### src/rtl/copro32016_pkg.sv
`default_nettype none
// +----------------------------------------------------------------------+
// | copro32016_pkg                                                       |
// | Shared types and helpers for the 32016 coprocessor SRAM controller.  |
// | Revision: 1.0                                                        |
// +----------------------------------------------------------------------+
package copro32016_pkg;

   localparam int LATENCY_MAX = 7;
   localparam int CNT_W       = 3;

   typedef enum logic [1:0] {
      ST_IDLE   = 2'd0,
      ST_READ   = 2'd1,
      ST_RMW_RD = 2'd2,
      ST_WRITE  = 2'd3
   } state_e;

   // Byte lane n comes from new_w when be[n] is set, otherwise from old_w.
   function automatic logic [31:0] merge_be(input logic [3:0]  be,
                                            input logic [31:0] new_w,
                                            input logic [31:0] old_w);
      logic [31:0] m;
      m = old_w;
      for (int n = 0; n < 4; n++) begin
         if (be[n]) m[8*n +: 8] = new_w[8*n +: 8];
      end
      return m;
   endfunction

endpackage
`default_nettype wire

### src/rtl/sram32_ctrl_if.sv
`default_nettype none
// +----------------------------------------------------------------------+
// | sram32_ctrl_if                                                       |
// | CPU-side IO bus between the 32016 bus logic and the SRAM controller. |
// | Revision: 1.0                                                        |
// +----------------------------------------------------------------------+
interface sram32_ctrl_if #(
   parameter int AW = 19
);
   logic          sel;
   logic          io_rd;
   logic          io_wr;
   logic [AW-1:0] io_addr;
   logic [3:0]    io_be;
   logic [31:0]   io_di;
   logic [31:0]   io_q;
   logic          io_ready;

   modport master (
      output sel, io_rd, io_wr, io_addr, io_be, io_di,
      input  io_q, io_ready
   );

   modport slave (
      input  sel, io_rd, io_wr, io_addr, io_be, io_di,
      output io_q, io_ready
   );
endinterface
`default_nettype wire

### src/rtl/sram32_ctrl.sv
`default_nettype none
// +----------------------------------------------------------------------+
// | sram32_ctrl                                                          |
// | Word read / posted write / read-modify-write controller for a        |
// | 512Kx32 asynchronous SRAM with configurable access latency.          |
// | Revision: 1.0                                                        |
// +----------------------------------------------------------------------+
module sram32_ctrl
   import copro32016_pkg::*;
#(
   parameter int LATENCY = 1,
   parameter int AW      = 19
) (
   input  wire logic          clk,
   input  wire logic          rst_b,
   sram32_ctrl_if.slave       bus,
   output logic               ram_cs_b,
   output logic               ram_oe_b,
   output logic               ram_wr_b,
   output logic               ram_ub_b,
   output logic               ram_lb_b,
   output logic [AW-1:0]      ram_addr,
   output logic [31:0]        ram_dout,
   output logic               ram_doe,
   input  wire logic [31:0]   ram_din
);

   localparam logic [CNT_W-1:0] LAT =
      CNT_W'((LATENCY > LATENCY_MAX) ? LATENCY_MAX : LATENCY);

   state_e            state_q,    state_d;
   logic [CNT_W-1:0]  cnt_q,      cnt_d;
   logic              busy_wr_q,  busy_wr_d;
   logic              io_ready_q, io_ready_d;
   logic [31:0]       io_q_q,     io_q_d;
   logic              cs_b_q,     cs_b_d;
   logic              oe_b_q,     oe_b_d;
   logic              wr_b_q,     wr_b_d;
   logic              ub_b_q,     ub_b_d;
   logic              lb_b_q,     lb_b_d;
   logic [AW-1:0]     addr_q,     addr_d;
   logic [31:0]       dout_q,     dout_d;
   logic              doe_q,      doe_d;
   logic              accept;

   // The io_ready term stops a strobe still held in the completion cycle from restarting.
   assign accept = bus.sel & (bus.io_rd | bus.io_wr) & ~io_ready_q & ~busy_wr_q;

   always_ff @(posedge clk or negedge rst_b) begin
      if (!rst_b) begin
         state_q    <= ST_IDLE;
         cnt_q      <= '0;
         busy_wr_q  <= 1'b0;
         io_ready_q <= 1'b0;
         io_q_q     <= '0;
         cs_b_q     <= 1'b1;
         oe_b_q     <= 1'b1;
         wr_b_q     <= 1'b1;
         ub_b_q     <= 1'b1;
         lb_b_q     <= 1'b1;
         addr_q     <= '0;
         dout_q     <= '0;
         doe_q      <= 1'b0;
      end else begin
         state_q    <= state_d;
         cnt_q      <= cnt_d;
         busy_wr_q  <= busy_wr_d;
         io_ready_q <= io_ready_d;
         io_q_q     <= io_q_d;
         cs_b_q     <= cs_b_d;
         oe_b_q     <= oe_b_d;
         wr_b_q     <= wr_b_d;
         ub_b_q     <= ub_b_d;
         lb_b_q     <= lb_b_d;
         addr_q     <= addr_d;
         dout_q     <= dout_d;
         doe_q      <= doe_d;
      end
   end

   always_comb begin
      state_d    = state_q;
      cnt_d      = cnt_q;
      busy_wr_d  = busy_wr_q;
      io_ready_d = 1'b0;
      io_q_d     = io_q_q;
      cs_b_d     = cs_b_q;
      oe_b_d     = oe_b_q;
      wr_b_d     = wr_b_q;
      ub_b_d     = ub_b_q;
      lb_b_d     = lb_b_q;
      addr_d     = addr_q;
      dout_d     = dout_q;
      doe_d      = doe_q;

      case (state_q)
         ST_IDLE: begin
            if (accept) begin
               cnt_d = '0;
               if (bus.io_rd || (bus.io_be != 4'h0 && bus.io_be != 4'hF)) begin
                  state_d = bus.io_rd ? ST_READ : ST_RMW_RD;
                  addr_d  = bus.io_addr;
                  cs_b_d  = 1'b0;
                  oe_b_d  = 1'b0;
                  wr_b_d  = 1'b1;
                  ub_b_d  = 1'b0;
                  lb_b_d  = 1'b0;
                  doe_d   = 1'b0;
               end else if (bus.io_be == 4'hF) begin
                  state_d    = ST_WRITE;
                  addr_d     = bus.io_addr;
                  dout_d     = bus.io_di;
                  cs_b_d     = 1'b0;
                  oe_b_d     = 1'b1;
                  wr_b_d     = 1'b0;
                  ub_b_d     = 1'b0;
                  lb_b_d     = 1'b0;
                  doe_d      = 1'b1;
                  busy_wr_d  = 1'b1;
                  io_ready_d = 1'b1;
               end else begin
                  io_ready_d = 1'b1;
               end
            end
         end

         ST_READ: begin
            if (cnt_q == LAT) begin
               state_d    = ST_IDLE;
               io_q_d     = ram_din;
               io_ready_d = 1'b1;
               cs_b_d     = 1'b1;
               oe_b_d     = 1'b1;
               ub_b_d     = 1'b1;
               lb_b_d     = 1'b1;
            end else begin
               cnt_d = cnt_q + 1'b1;
            end
         end

         ST_RMW_RD: begin
            // Merge uses io_di still held by the CPU, since io_ready has not yet been given.
            if (cnt_q == LAT) begin
               state_d    = ST_WRITE;
               cnt_d      = '0;
               dout_d     = merge_be(bus.io_be, bus.io_di, ram_din);
               oe_b_d     = 1'b1;
               wr_b_d     = 1'b0;
               doe_d      = 1'b1;
               busy_wr_d  = 1'b1;
               io_ready_d = 1'b1;
            end else begin
               cnt_d = cnt_q + 1'b1;
            end
         end

         ST_WRITE: begin
            if (cnt_q == LAT) begin
               state_d   = ST_IDLE;
               busy_wr_d = 1'b0;
               cs_b_d    = 1'b1;
               oe_b_d    = 1'b1;
               wr_b_d    = 1'b1;
               ub_b_d    = 1'b1;
               lb_b_d    = 1'b1;
               doe_d     = 1'b0;
            end else begin
               cnt_d = cnt_q + 1'b1;
            end
         end

         default: state_d = ST_IDLE;
      endcase
   end

   assign bus.io_q     = io_q_q;
   assign bus.io_ready = io_ready_q;
   assign ram_cs_b     = cs_b_q;
   assign ram_oe_b     = oe_b_q;
   assign ram_wr_b     = wr_b_q;
   assign ram_ub_b     = ub_b_q;
   assign ram_lb_b     = lb_b_q;
   assign ram_addr     = addr_q;
   assign ram_dout     = dout_q;
   assign ram_doe      = doe_q;

endmodule
`default_nettype wire

### src/flat_wrapper.sv
// flat-port wrapper written by rule: the top's interface ports become plain ports
module sram32_ctrl_flat import copro32016_pkg::*;
#(
   parameter int LATENCY = 1,
   parameter int AW      = 19
)
  (clk, rst_b, ram_cs_b, ram_oe_b, ram_wr_b, ram_ub_b, ram_lb_b, ram_addr, ram_dout, ram_doe, ram_din, bus_sel, bus_io_rd, bus_io_wr, bus_io_addr, bus_io_be, bus_io_di, bus_io_q, bus_io_ready);
  sram32_ctrl_if #(.AW(AW)) bus_i ();
  input  wire logic clk;
  input  wire logic rst_b;
  output logic ram_cs_b;
  output logic ram_oe_b;
  output logic ram_wr_b;
  output logic ram_ub_b;
  output logic ram_lb_b;
  output logic [AW-1:0] ram_addr;
  output logic [31:0] ram_dout;
  output logic ram_doe;
  input  wire logic [31:0] ram_din;
  input wire logic [$bits(bus_i.sel)-1:0] bus_sel;
  input wire logic [$bits(bus_i.io_rd)-1:0] bus_io_rd;
  input wire logic [$bits(bus_i.io_wr)-1:0] bus_io_wr;
  input wire logic [$bits(bus_i.io_addr)-1:0] bus_io_addr;
  input wire logic [$bits(bus_i.io_be)-1:0] bus_io_be;
  input wire logic [$bits(bus_i.io_di)-1:0] bus_io_di;
  output wire logic [$bits(bus_i.io_q)-1:0] bus_io_q;
  output wire logic [$bits(bus_i.io_ready)-1:0] bus_io_ready;
  assign bus_i.sel = bus_sel;
  assign bus_i.io_rd = bus_io_rd;
  assign bus_i.io_wr = bus_io_wr;
  assign bus_i.io_addr = bus_io_addr;
  assign bus_i.io_be = bus_io_be;
  assign bus_i.io_di = bus_io_di;
  assign bus_io_q = bus_i.io_q;
  assign bus_io_ready = bus_i.io_ready;
  sram32_ctrl #(.LATENCY(LATENCY), .AW(AW)) u_core (.clk(clk), .rst_b(rst_b), .bus(bus_i), .ram_cs_b(ram_cs_b), .ram_oe_b(ram_oe_b), .ram_wr_b(ram_wr_b), .ram_ub_b(ram_ub_b), .ram_lb_b(ram_lb_b), .ram_addr(ram_addr), .ram_dout(ram_dout), .ram_doe(ram_doe), .ram_din(ram_din));
endmodule
### config.mk
export PLATFORM = sky130hd
export DESIGN_NAME = sram32_ctrl_flat
export DESIGN_NICKNAME = d
export VERILOG_FILES = /design/src/rtl/copro32016_pkg.sv /design/src/rtl/sram32_ctrl_if.sv /design/src/rtl/sram32_ctrl.sv /design/src/flat_wrapper.sv
export SDC_FILE = /design/constraint.sdc
export NUM_CORES = 1
export LEC_CHECK = 0
export BUFFER_PORTS_ARGS = -buffer_cell sky130_fd_sc_hd__buf_2
export CORE_ASPECT_RATIO = 0.5
export CORE_MARGIN = 3
export CORE_UTILIZATION = 52
export DETAILED_ROUTE_END_ITERATION = 8
export PLACE_DENSITY = 0.86
export SLEW_MARGIN = 25
export SYNTH_ARGS = -nofsm -noshare
export SYNTH_HDL_FRONTEND = slang
export SYNTH_SLANG_ARGS = --single-unit
### constraint.sdc
create_clock -name clk -period 3.59 [get_ports clk]
set_input_delay 0.1795 -clock clk [delete_from_list [all_inputs] [get_ports clk]]
set_output_delay 0.1795 -clock clk [all_outputs]
set_load 0.02 [all_outputs]
Word-level counts from Yosys, hierarchy flattened

Index checks and enable logic that the tools add are counted.

Add/sub/neg operators: 1
Reduce and logical (&&, ||, !) cells: 20
Mux-type cells: 43
Equal/unequal tests: 15
Bitwise operators: 6

Operators by type and width:

| operator             | count |
|---|---|
| $mux W32             | 4 |
| $pmux W32 S2         | 1 |
| $mux W19             | 2 |
| $mux W8              | 4 |
| $mux W1              | 15 |
| $mux W2              | 6 |
| $ne A2 B1 Y1 const B | 6 |
| $reduce_and A5 Y1    | 2 |
| $mux W3              | 3 |
| $pmux W1 S3          | 3 |
| $pmux W3 S3          | 1 |
| $reduce_and A4 Y1    | 2 |
| $pmux W1 S2          | 3 |
| $pmux W2 S3          | 1 |
| $reduce_and A3 Y1    | 2 |
| $reduce_and A6 Y1    | 1 |
| $reduce_bool A2 Y1   | 3 |
| $eq A2 B2 Y1 const B | 2 |
| $eq A4 B4 Y1 const B | 1 |
| $ne A2 B2 Y1 const B | 2 |
| $ne A4 B4 Y1 const B | 1 |
| $reduce_and A2 Y1    | 2 |
| $reduce_bool A4 Y1   | 1 |
| $reduce_or A2 Y1     | 2 |
| 12 further kinds     | 15 |

Register bits after elaboration: 94
Bits of input ports: 92
Logic and storage cells: 96

Logic depth before layout (Yosys ltp)

Gate-level depths: netlist (run 1).

Word-level depth: 6
Depth in mapped cells: 9
Mapped depth without buffers: 6

Least setup slack after synthesis (run 1)

No wires, ideal clock.

Path kind: flip-flop to flip-flop
Start point: register u_core.state_q[0]
End point: register u_core.cnt_q[2]
Setup time: 0.122 ns
Arrival time: 1.764 ns
Period minus slack after synthesis: 1.885 ns
Setup slack: 1.705 ns
Cell stages (with the launch flop): 8
Cell sequence: dfrtp_1 > inv_1 > ha_1 > clkbuf_1 > nor3b_1 > a221oi_1 > o21ai_0 > o2bb2ai_1

Longest elaborated chain between the ends: 4

RTL lines:

| element                                             | line              | text |
|---|---|---|
| start, declared                                     | sram32_ctrl.sv:31 | `state_e state_q, state_d;` |
| start signal, assigned                              | sram32_ctrl.sv:65 | `state_q <= state_d;` |
| $eq A2 B1 Y1 / $eq A2 B2 Y1 (equally long branches) | sram32_ctrl.sv:96 | `case (state_q)` |
| $reduce_or A2 Y1 (no source line)                   | -                 |  |
| $ne A2 B2 Y1 (no source line)                       | -                 |  |
| $reduce_and A2 Y1 (no source line)                  | -                 |  |
| end signal, assigned                                | sram32_ctrl.sv:66 | `cnt_q <= cnt_d;` |
| end, declared                                       | sram32_ctrl.sv:32 | `logic [CNT_W-1:0] cnt_q, cnt_d;` |

Several ways; a longest one is shown, not always the timed one.
A chain may end at the register's enable or synchronous reset.

Worst setup path after layout (run 1)

Start point: register u_core.cnt_q[1]
End point: register u_core.dout_q[10], in the netlist u_core.ram_dout[10]

Longest elaborated chain between the ends: 3

RTL lines:

| element                            | line               | text |
|---|---|---|
| $eq A3 B1 Y1                       | sram32_ctrl.sv:143 | `if (cnt_q == LAT) begin` |
| $ne A2 B1 Y1 (no source line)      | -                  |  |
| $reduce_and A5 Y1 (no source line) | -                  |  |
| end signal, assigned               | sram32_ctrl.sv:76  | `dout_q <= dout_d;` |
| end, declared                      | sram32_ctrl.sv:42  | `logic [31:0] dout_q, dout_d;` |

Every way passes these cells.

==> metrics, run 1 <==
Fin Hold WS approximately 63 ps; routed len/inst between 15 and 20 um; Final Max Slew Viols 0; Clock Tree Buf Depth 2; Antenna Diode Count 0; Total Routed Length approximately 11000 um; non-filler cells, final 624; CP top delay family simple AND/OR/NAND/NOR gates; number of clock sinks between 90 and 100; worst vdd ir ~0.54 mV; Iteration-0 DRC Markers 240; f_max slightly below 400 MHz; dominant cell type by area after synthesis dfrtp_1; Total Neg Setup Slack 0 ps; Ports 182; setup violators final 0; Synth top cells by count dfrtp_1 (91), a21oi_1 (71), mux2_2 (46); Critical Path RT around 3800 ps; I/O Buffers about 180; placed cell count between 600 and 700; Hold/Removal Path Class input port to flop; initial core utilization 55.9%; Die Y ~70 um; critical path class flop to flop; DR DRC count 0; Main synth FF type dfrtp_1; delay of the slowest critical-path stage about 650 ps; number of synthesized flops with an enable pin 0; Post-DP HPWL about 7800 um; nets approximately 600; share of layout cells above drive strength 1 between 50 and 60%; top-area cell type share of the netlist area about 53%; clock skew between 5 and 6 ps; Yosys reg bits 94; CTS Root Cell clkbuf_16; Flop pwr share 32.5%; fillers roughly 550; crit-path cells inv_1 -> ha_1 -> nor2b_1 -> mux2_2 -> and2_1 -> buf_4 -> a21oi_1; synth top area cells dfrtp_1 (53%), mux2_2 (12%), a21oi_1 (8.3%); routed via count approximately 3400; first drt pass iteration count 4; Mapped Area about 0.0043 mm^2; Sw Ratio between 40% and 50%; most common cell in the netlist dfrtp_1; Rows 22; DP Worst Slack 1130 ps; CP max-delay cell and2_1; Sequential cell area 0.00236 mm^2; core area 0.00765 mm^2; GRT overflow 0; clk_lat worst skew 340 ps; Yosys Warn Count 0; number of max-cap violations 0; Die ar. 0.00941 mm^2; PnR worst setup slack 994 ps; Synth Net Count 435; CTS tree built; Hold Fails Final Rpt 0; post-layout util between 70 and 80%; Clock transition at path regs approximately 60 ps; Internal 3.45 mW; Psw roughly 2.4 mW; FFs w/ async S/R, synth 100%; power per cell area around 1000 mW/mm^2; Resized Gates After CTS 0; worst slew pin tran about 860 ps; status completed; initial antenna violation count 0; Final Critical Period 2600 ps; leakage power a little under 3 nW; Syn Inst Count ~340; RSZ-0062 raised after global routing false; crit start category flop; CTS Buf Count 9; multi-input logic area roughly 0.0018 mm^2; combinational cell fraction of total power about half; Avg Inst Size Synth between 10 and 15 um^2; Rel. slew slack about 43%; antenna-violating nets left 0; vias per cell 5.43; Tcrit/Tclk final about 72%; Area growth, synth to finish 30.8%; CP Max Fanout 21; CP arrival 2810 ps; pin count of the biggest net entering global routing 70; setup bufs post-CTS 0; first-pass GRT wire length 17500 um; Worst Setup End Kind flop; Die W 134 um; post-synthesis cell type count 40; deepest level of the CTS H-tree 3; number of buffers and inverters on the critical path 2; sequential-to-total area share from yosys stat 55.1%; gr usage total 23.8%; RePlAce Congestion 0.892; vias in the first global route around 3500; Clk network pwr share 18.8%
path summary, 6_finish.rpt:
check / startpoint / to / slack, ps / cells past startpoint
min: bus_io_addr[8] / u_core.ram_addr[8] / 60 / 2
min reg2reg: u_core.ram_wr_b / u_core.ram_wr_b / 480 / 2
max reg2reg: u_core.cnt_q[1] / u_core.ram_dout[10] / 990 / 7
max in group asynchronous: rst_b / u_core.ram_addr[7] / 2180 / 3
min in group asynchronous: rst_b / u_core.ram_dout[29] / 560 / 2
max: u_core.cnt_q[1] / u_core.ram_dout[10] / 990 / 7
registers in the layout (all words and copies together) (netlist names), 2 cells and up:
signal	count
u_core.cnt_q	3
u_core.ram_addr	19
u_core.state_q	2
u_core.bus.io_q	32
u_core.ram_dout	32
cells in the final DEF, fill, tap and decap left out, types with 6 or more instances in the layout:
cell	instances
buf_2	180
dfrtp_1	91
a21oi_1	71
mux2_2	46
mux2i_1	35
mux2_4	10
clkbuf_16	9
nor2_1	8
inv_1	7
ha_1	7
nand2b_1	6
buf_4	6
area by class of cell:
type	count	area share [%]
flip-flops and latches	94	42.1
inverters	7	0.470
clock inverters	3	1.61
clock buffers	13	4.65
well taps	108	2.42
multi-input cells	212	31.6
repair buffers	187	17.1
kinds of logic (layout without fill, tap and decap cells):
| group | Yosys count | in the layout | synth area share, % |
|---|---|---|---|
| flip-flops | 94 | 94 | 55.1 |
| multiplexers | 91 | 91 | 23.8 |
| AO/OA/AOI/OAI | 86 | 86 | 11.8 |
| buffers and inverters | 30 | 210 | 3.51 |
| AND/OR/NAND/NOR | 28 | 28 | 3.72 |
| adder cells (fa/ha/maj) | 7 | 7 | 2.05 |
power groups by stage:
| stage | Combinational (mW) | Clock [mW] | Sequential (mW) |
|---|---|---|---|
| after floorplan | 1.36 | 0 | 2.49 |
| after global placement | 2.76 | 0 | 1.88 |
| after detailed placement | 2.84 | 0 | 1.89 |
| after CTS | 2.86 | 1.12 | 1.90 |
| after global routing | 3.07 | 1.16 | 1.97 |
| final | 2.86 | 1.10 | 1.90 |
per-layer routing:
layer / vias to the layer above / GRT usage [%] / wire length, um
li1: 1551 / - / -
met1: 1677 / 28.9 / 4410
met2: 121 / 40.6 / 5720
met3: 37 / 5.97 / 549
met4: 0 / 10.0 / 416
met5: - / 0 / 0
repair_timing:
item / in CTS / in global routing
hold buffers: 1 / 0
hold endpoints to repair: 65 / 0
setup endpoints to repair: 0 / 0
per-stage QoR:
step	total power [mW]	instance area, um^2
2_1_floorplan	3.85	4280
3_3_place_gp	4.63	5230
3_5_place_dp	4.73	5230
4_1_cts	5.87	5590
5_1_grt	6.20	5590
6_report	5.86	5590
No activity file was read; power rests on OpenSTA's default activity.
==> run 2: changes to the inputs <==
- ABC_AREA: default -> 1
- CORE_UTILIZATION: 52 -> 44
- PLACE_DENSITY: 0.86 -> 0.76
- clock period: 3.59 -> 2.14 ns (I/O delays scaled with it)
==> run 2 against run 1 <==
Against the previous run:
- count of clock-buffer cells in the layout shrank 2
- die area increased by 27%
- final cell count is 41% higher
- core utilization fell by 12 points
- first-iteration DRC count increased by 8.8%
- non-clock buffer count grew 16
- worst hold slack lost 54 ps
- area after synthesis up 9.2%
- fmax increased by 42%
- critical path depth increased by 1
- synthesized cell count grew 66%
- highest routed layer unchanged
==> metrics, run 2 <==
status completed; Synth top cells by count nand2_1 (201), dfrtp_1 (91), inv_1 (53); number of synthesized flops with an enable pin 0; Rel. slew slack roughly two thirds; vias in the first global route 4159; Mapped Area approximately 0.0047 mm^2; nets 836; non-filler cells, final 877; total power ~9.3 mW; Area growth, synth to finish 28.8%; routed via count between 4000 and 5000; worst slew pin tran 489 ps; RSZ-0062 raised after global routing false; CP arrival about 2100 ps; power per cell area ~1500 mW/mm^2; most common cell in the netlist nand2_1; number of clock sinks 94; Yosys reg bits 94; FF-to-FF path depth 8; r2r startpoint u_core.state_q[0]; Reg2Reg Capture Point u_core.ram_dout[26]; post-synthesis cell type count 27; synth top area cells dfrtp_1 (49%), nand2_1 (16%), o21ai_2 (6.0%); dominant cell type by area after synthesis dfrtp_1; CTS tree built; critical path class flop to flop; GRT overflow 0; leakage power around 3.4 nW; vias per cell between 4 and 5; Post-DP HPWL 8930 um; initial antenna violation count 0; first drt pass iteration count 4; clock skew roughly 6.6 ps; Ports 182; crit start category flop; CP endpoint u_core.ram_dout[26]; sequential-to-total area share from yosys stat 50.5%; Die Y approximately 80 um; Total Neg Setup Slack 0 ps; top-area cell type share of the netlist area approximately half; placed cell count between 800 and 900; CTS Root Cell clkbuf_16; pin count of the biggest net entering global routing 83; antenna-violating nets left 0; Syn Inst Count approximately 560; Tcrit/Tclk final between 80% and 90%; Worst Setup End Kind flop; Synth Net Count ~660; Main synth FF type dfrtp_1; Critical Path RT around 2400 ps; Iteration-0 DRC Markers 261; CTS Buf Count 9; Clock Tree Buf Depth 2; Yosys Warn Count 0; share of layout cells above drive strength 1 around a third; Avg Inst Size Synth between 8 and 9 um^2; gr usage total 20.2%; core area about 0.0099 mm^2; Die W between 150 and 200 um; Hold/Removal Path Class input port to flop; setup bufs post-CTS 0; setup violators final 0; CP Max Fanout 16; worst vdd ir 0.634 mV; DP Worst Slack 152 ps; DR DRC count 0; routed len/inst around 14 um; deepest level of the CTS H-tree 3; Final Critical Period roughly 1800 ps; Total Routed Length 12200 um; clk_lat worst skew ~340 ps; RePlAce Congestion 0.849; I/O Buffers 181; Rows 25; Final Max Slew Viols 0; Die ar. 0.0120 mm^2; Fin Hold WS ~9.3 ps; PnR worst setup slack 306 ps; flop2flop setup slack slightly above 300 ps; Setup crit start u_core.state_q[0]; Hold Fails Final Rpt 0; Clock transition at path regs 70 ps; first-pass GRT wire length approximately 19000 um; most common cell after layout, fill and taps aside nand2_1; f_max roughly 550 MHz; Antenna Diode Count 0; most frequent cells in the layout nand2_1 (200), buf_2 (180), dfrtp_1 (91), inv_1 (53), o21ai_0 (42); FFs w/ async S/R, synth 100%; initial core utilization approximately 47%; number of max-cap violations 0
-- run 2: changes by cell type after synthesis, sizes merged, moves of 3 or more --
cell | before | now
nand2 | 3 | 207
o21ai | 2 | 75
a21oi | 71 | 3
mux2 | 56 | 0
inv | 7 | 56
mux2i | 35 | 0
nand4 | 1 | 35
nand3 | 0 | 27
buf | 18 | 31
nand2b | 6 | 0
nor2 | 8 | 12
or2 | 1 | 4
-- run 2: where the power goes --
part | switching [mW] | internal, mW | leakage, nW
clock network | 0.684 | 0.830 | 0.136
logic | 3.15 | 1.50 | 2.15
registers | 0.462 | 2.66 | 1.15
total | 4.29 | 4.99 | 3.44
-- run 2: per-layer routing --
layer,share of wire [%],vias to the layer above,global-route usage [%],wire (um)
met5,0,-,0,0
met4,1.5,0,5.56,183
met3,6.3,18,5.59,767
met2,48,115,34.9,5900
met1,44,2005,25.1,5340
li1,-,2146,-,-
-- run 2: layout make-up --
type,instances,area (um^2)
fill,865,3870
sequential,94,2360
multi-input combinational,373,1850
timing repair buffer,203,1140
clock buffer,11,243
inverter,56,210
tap,135,169
clock inverter,5,42.5
-- run 2: cells by family (layout without fill, tap and decap cells) --
logic type      after synthesis  after routing  synth area share [%]
xor+xnor                      1              1                 0.188
simple gates                286            286                  26.5
fa+ha+maj                     7              7                  1.88
buf+inv                      91            275                  9.89
flops                        94             94                  50.5
compound gates               79             79                  11.1
-- run 2: worst min path at each step --
stage / from / slack, ps / end / depth (start not counted)
after floorplan: rst_b / -190 / u_core.bus.io_q[0] / 0
after global placement: rst_b / -40 / u_core.ram_dout[24] / 1
after detailed placement: rst_b / -30 / u_core.bus.io_q[24] / 1
after CTS: bus_io_addr[9] / 2 / u_core.ram_addr[9] / 3
after global routing: bus_io_addr[14] / 8 / u_core.ram_addr[14] / 3
final: bus_io_addr[9] / 9 / u_core.ram_addr[9] / 3
-- run 2: through the flow --
step,area [um^2],util [%]
after floorplan,4670,-
after global placement,5610,56.7
after detailed placement,5610,56.7
after CTS,6010,60.8
after global routing,6010,60.8
final,6010,60.8
-- run 2: timing repair --
item / in CTS / in global routing
resized for setup: 0 / 4
hold endpoints to repair: 102 / 0
hold buffers: 12 / 0
setup endpoints to repair: 0 / 29
-- run 2: critical path: stages, from the launching register on --
cell     delay (ps)
dfrtp_1         440
inv_1           120
ha_1            270
inv_2            90
or2_2           460
nand2_1         150
o21ai_2          60
nand4_1          90
nand2_1          50
==> run 3: changes to the inputs <==
==> constraint.sdc (replaced) <==
create_clock -name clk -period 2.14 [get_ports clk]
set_input_delay 0 -clock clk [delete_from_list [all_inputs] [get_ports clk]]
set_output_delay 0 -clock clk [all_outputs]
set_load 0.02 [all_outputs]
==> run 3 against run 2 <==
Against the previous run:
- setup slack worse by 12 ps
- total power up 0.97%
- final area is 6.5% higher
- non-clock buffer count up 39
- global-route usage rose by 1.2 points
- combinational power rose by 2%
- sequential share of layout area decreased by 2.4 points
- via count up 5.3%
- largest power group unchanged
- highest routed layer unchanged
==> metrics, run 3 (same netlist as run 2, synthesis figures left out) <==
Post-DP HPWL between 8000 and 9000 um; Die W about 150 um; Total Routed Length 13000 um; placed cell count ~850; crit-path cells inv_1 -> ha_1 -> inv_2 -> or2_2 -> nand2_1 -> o21ai_2 -> nand4_1 -> nand2_1; share of layout cells above drive strength 1 approximately 33%; deepest level of the CTS H-tree 3; Worst Setup End Kind flop; leakage power 3.60 nW; Hold Fails Final Rpt 0; worst slew pin tran just under 500 ps; Hold Path End u_core.ram_dout[3]; gr usage total around 21%; FF-to-FF path depth 8; pin count of the biggest net entering global routing 83; Reg2Reg Capture Point u_core.ram_dout[6]; Final Max Slew Viols 0; GRT overflow 0; worst vdd ir around 0.64 mV; Final Critical Period around 1800 ps; initial antenna violation count 0; critical path class flop to flop; Total Neg Setup Slack 0 ps; first-pass GRT wire length ~20000 um; Rel. slew slack 67.0%; f_max 542 MHz; CTS Root Cell clkbuf_16; RSZ-0062 raised after global routing false; antenna-violating nets left 0; CP arrival about 2100 ps; nets ~880; I/O Buffers around 180; CP max-delay cell or2_2; Rows 25; routed len/inst 14.2 um; first drt pass iteration count 7; power per cell area around 1500 mW/mm^2; Antenna Diode Count 0; Hold Crit Start bus_io_di[3]; clk_lat worst skew between 300 and 400 ps; setup bufs post-CTS 0; flop2flop setup slack 290 ps; clock skew 8.18 ps; CTS tree built; Die Y between 70 and 80 um; DR DRC count 0; Tcrit/Tclk final between 80% and 90%; non-filler cells, final about 920; RePlAce Congestion around 0.85; Critical Path RT between 2000 and 2500 ps; r2r startpoint u_core.state_q[0]; core area 0.00988 mm^2; vias per cell between 4 and 5; CP Max Fanout 16; fillers between 800 and 900; Hold/Removal Path Class input port to flop; Most Frequent Cell on Critical Path nand2_1; most frequent cells in the layout nand2_1 (200), buf_2 (180), dfrtp_1 (91), inv_1 (53), dlygate4sd3_1 (51); setup violators final 0; Die ar. about 0.012 mm^2; most common cell after layout, fill and taps aside nand2_1; Ports about 180; Area growth, synth to finish 37.2%; total power ~9.4 mW; Hold Path Stages 5; CTS Buf Count 9; Clock Tree Buf Depth 2; delay of the slowest critical-path stage roughly 450 ps; number of max-cap violations 0; Iteration-0 DRC Markers around 340; number of clock sinks between 90 and 100; initial core utilization 47.2%; status completed; Clock transition at path regs about 70 ps; routed via count 4511; vias in the first global route around 4300; crit start category flop
[run 3: cell types whose count changed in the layout (fill, tap and decap cells not counted), sizes merged]
| cell | change |
|---|---|
| dlygate4sd3 | +39 |
[run 3: area by class of cell]
type / instances / area [um^2] / share of cell area [%]
flip-flops and latches: 94 / 2360 / 36.8
multi-input cells: 373 / 1850 / 28.9
repair buffers: 242 / 1530 / 23.9
clock buffers: 11 / 243 / 3.79
inverters: 56 / 210 / 3.28
well taps: 135 / 169 / 2.64
clock inverters: 5 / 42.5 / 0.664
[run 3: what timing repair did]
item | CTS | global route
hold buffers | 51 | 0
endpoints found under the setup margin | 0 | 29
gates resized for setup | 0 | 4
hold endpoints to repair | 141 | 0
[run 3: power breakdown]
part | switching [mW] | internal, mW
logic | 3.18 | 1.54
registers | 0.471 | 2.66
clock network | 0.684 | 0.830
[run 3: per-layer routing]
layer / wire, um / global-route usage, %
met5: 0 / 0
met3: 861 / 5.70
met4: 330 / 6.81
met1: 5510 / 26.3
met2: 6280 / 37.0
[run 3: critical path, delay by kind of cell, from the launching register on]
kind            cells  cell delay [ps]
simple gates        4              750
flops               1              440
fa+ha+maj           1              270
buf+inv             2              220
compound gates      1               60
[run 3: how the worst max path moves through the flow]
stage                                  from             endpoint  slack, ps
after CTS                 u_core.state_q[0]   u_core.ram_dout[6]        130
after global placement    u_core.state_q[0]   u_core.ram_dout[6]        230
after global routing      u_core.state_q[0]   u_core.ram_dout[6]        130
final                     u_core.state_q[0]   u_core.ram_dout[6]        290
after floorplan           u_core.state_q[0]  u_core.ram_dout[22]        500
after detailed placement  u_core.state_q[0]  u_core.ram_dout[26]        150
[run 3: metrics by stage]
stage / setup slack (ps) / utilization [%] / area, um^2 / hold slack (ps)
after CTS: 126 / 64.8 / 6400 / 4.06
after floorplan: 501 / - / 4670 / -296
after global routing: 128 / 64.8 / 6400 / 31.2
final: 294 / 64.8 / 6400 / 17.1
after global placement: 228 / 56.7 / 5610 / -142
after detailed placement: 152 / 56.7 / 5610 / -139
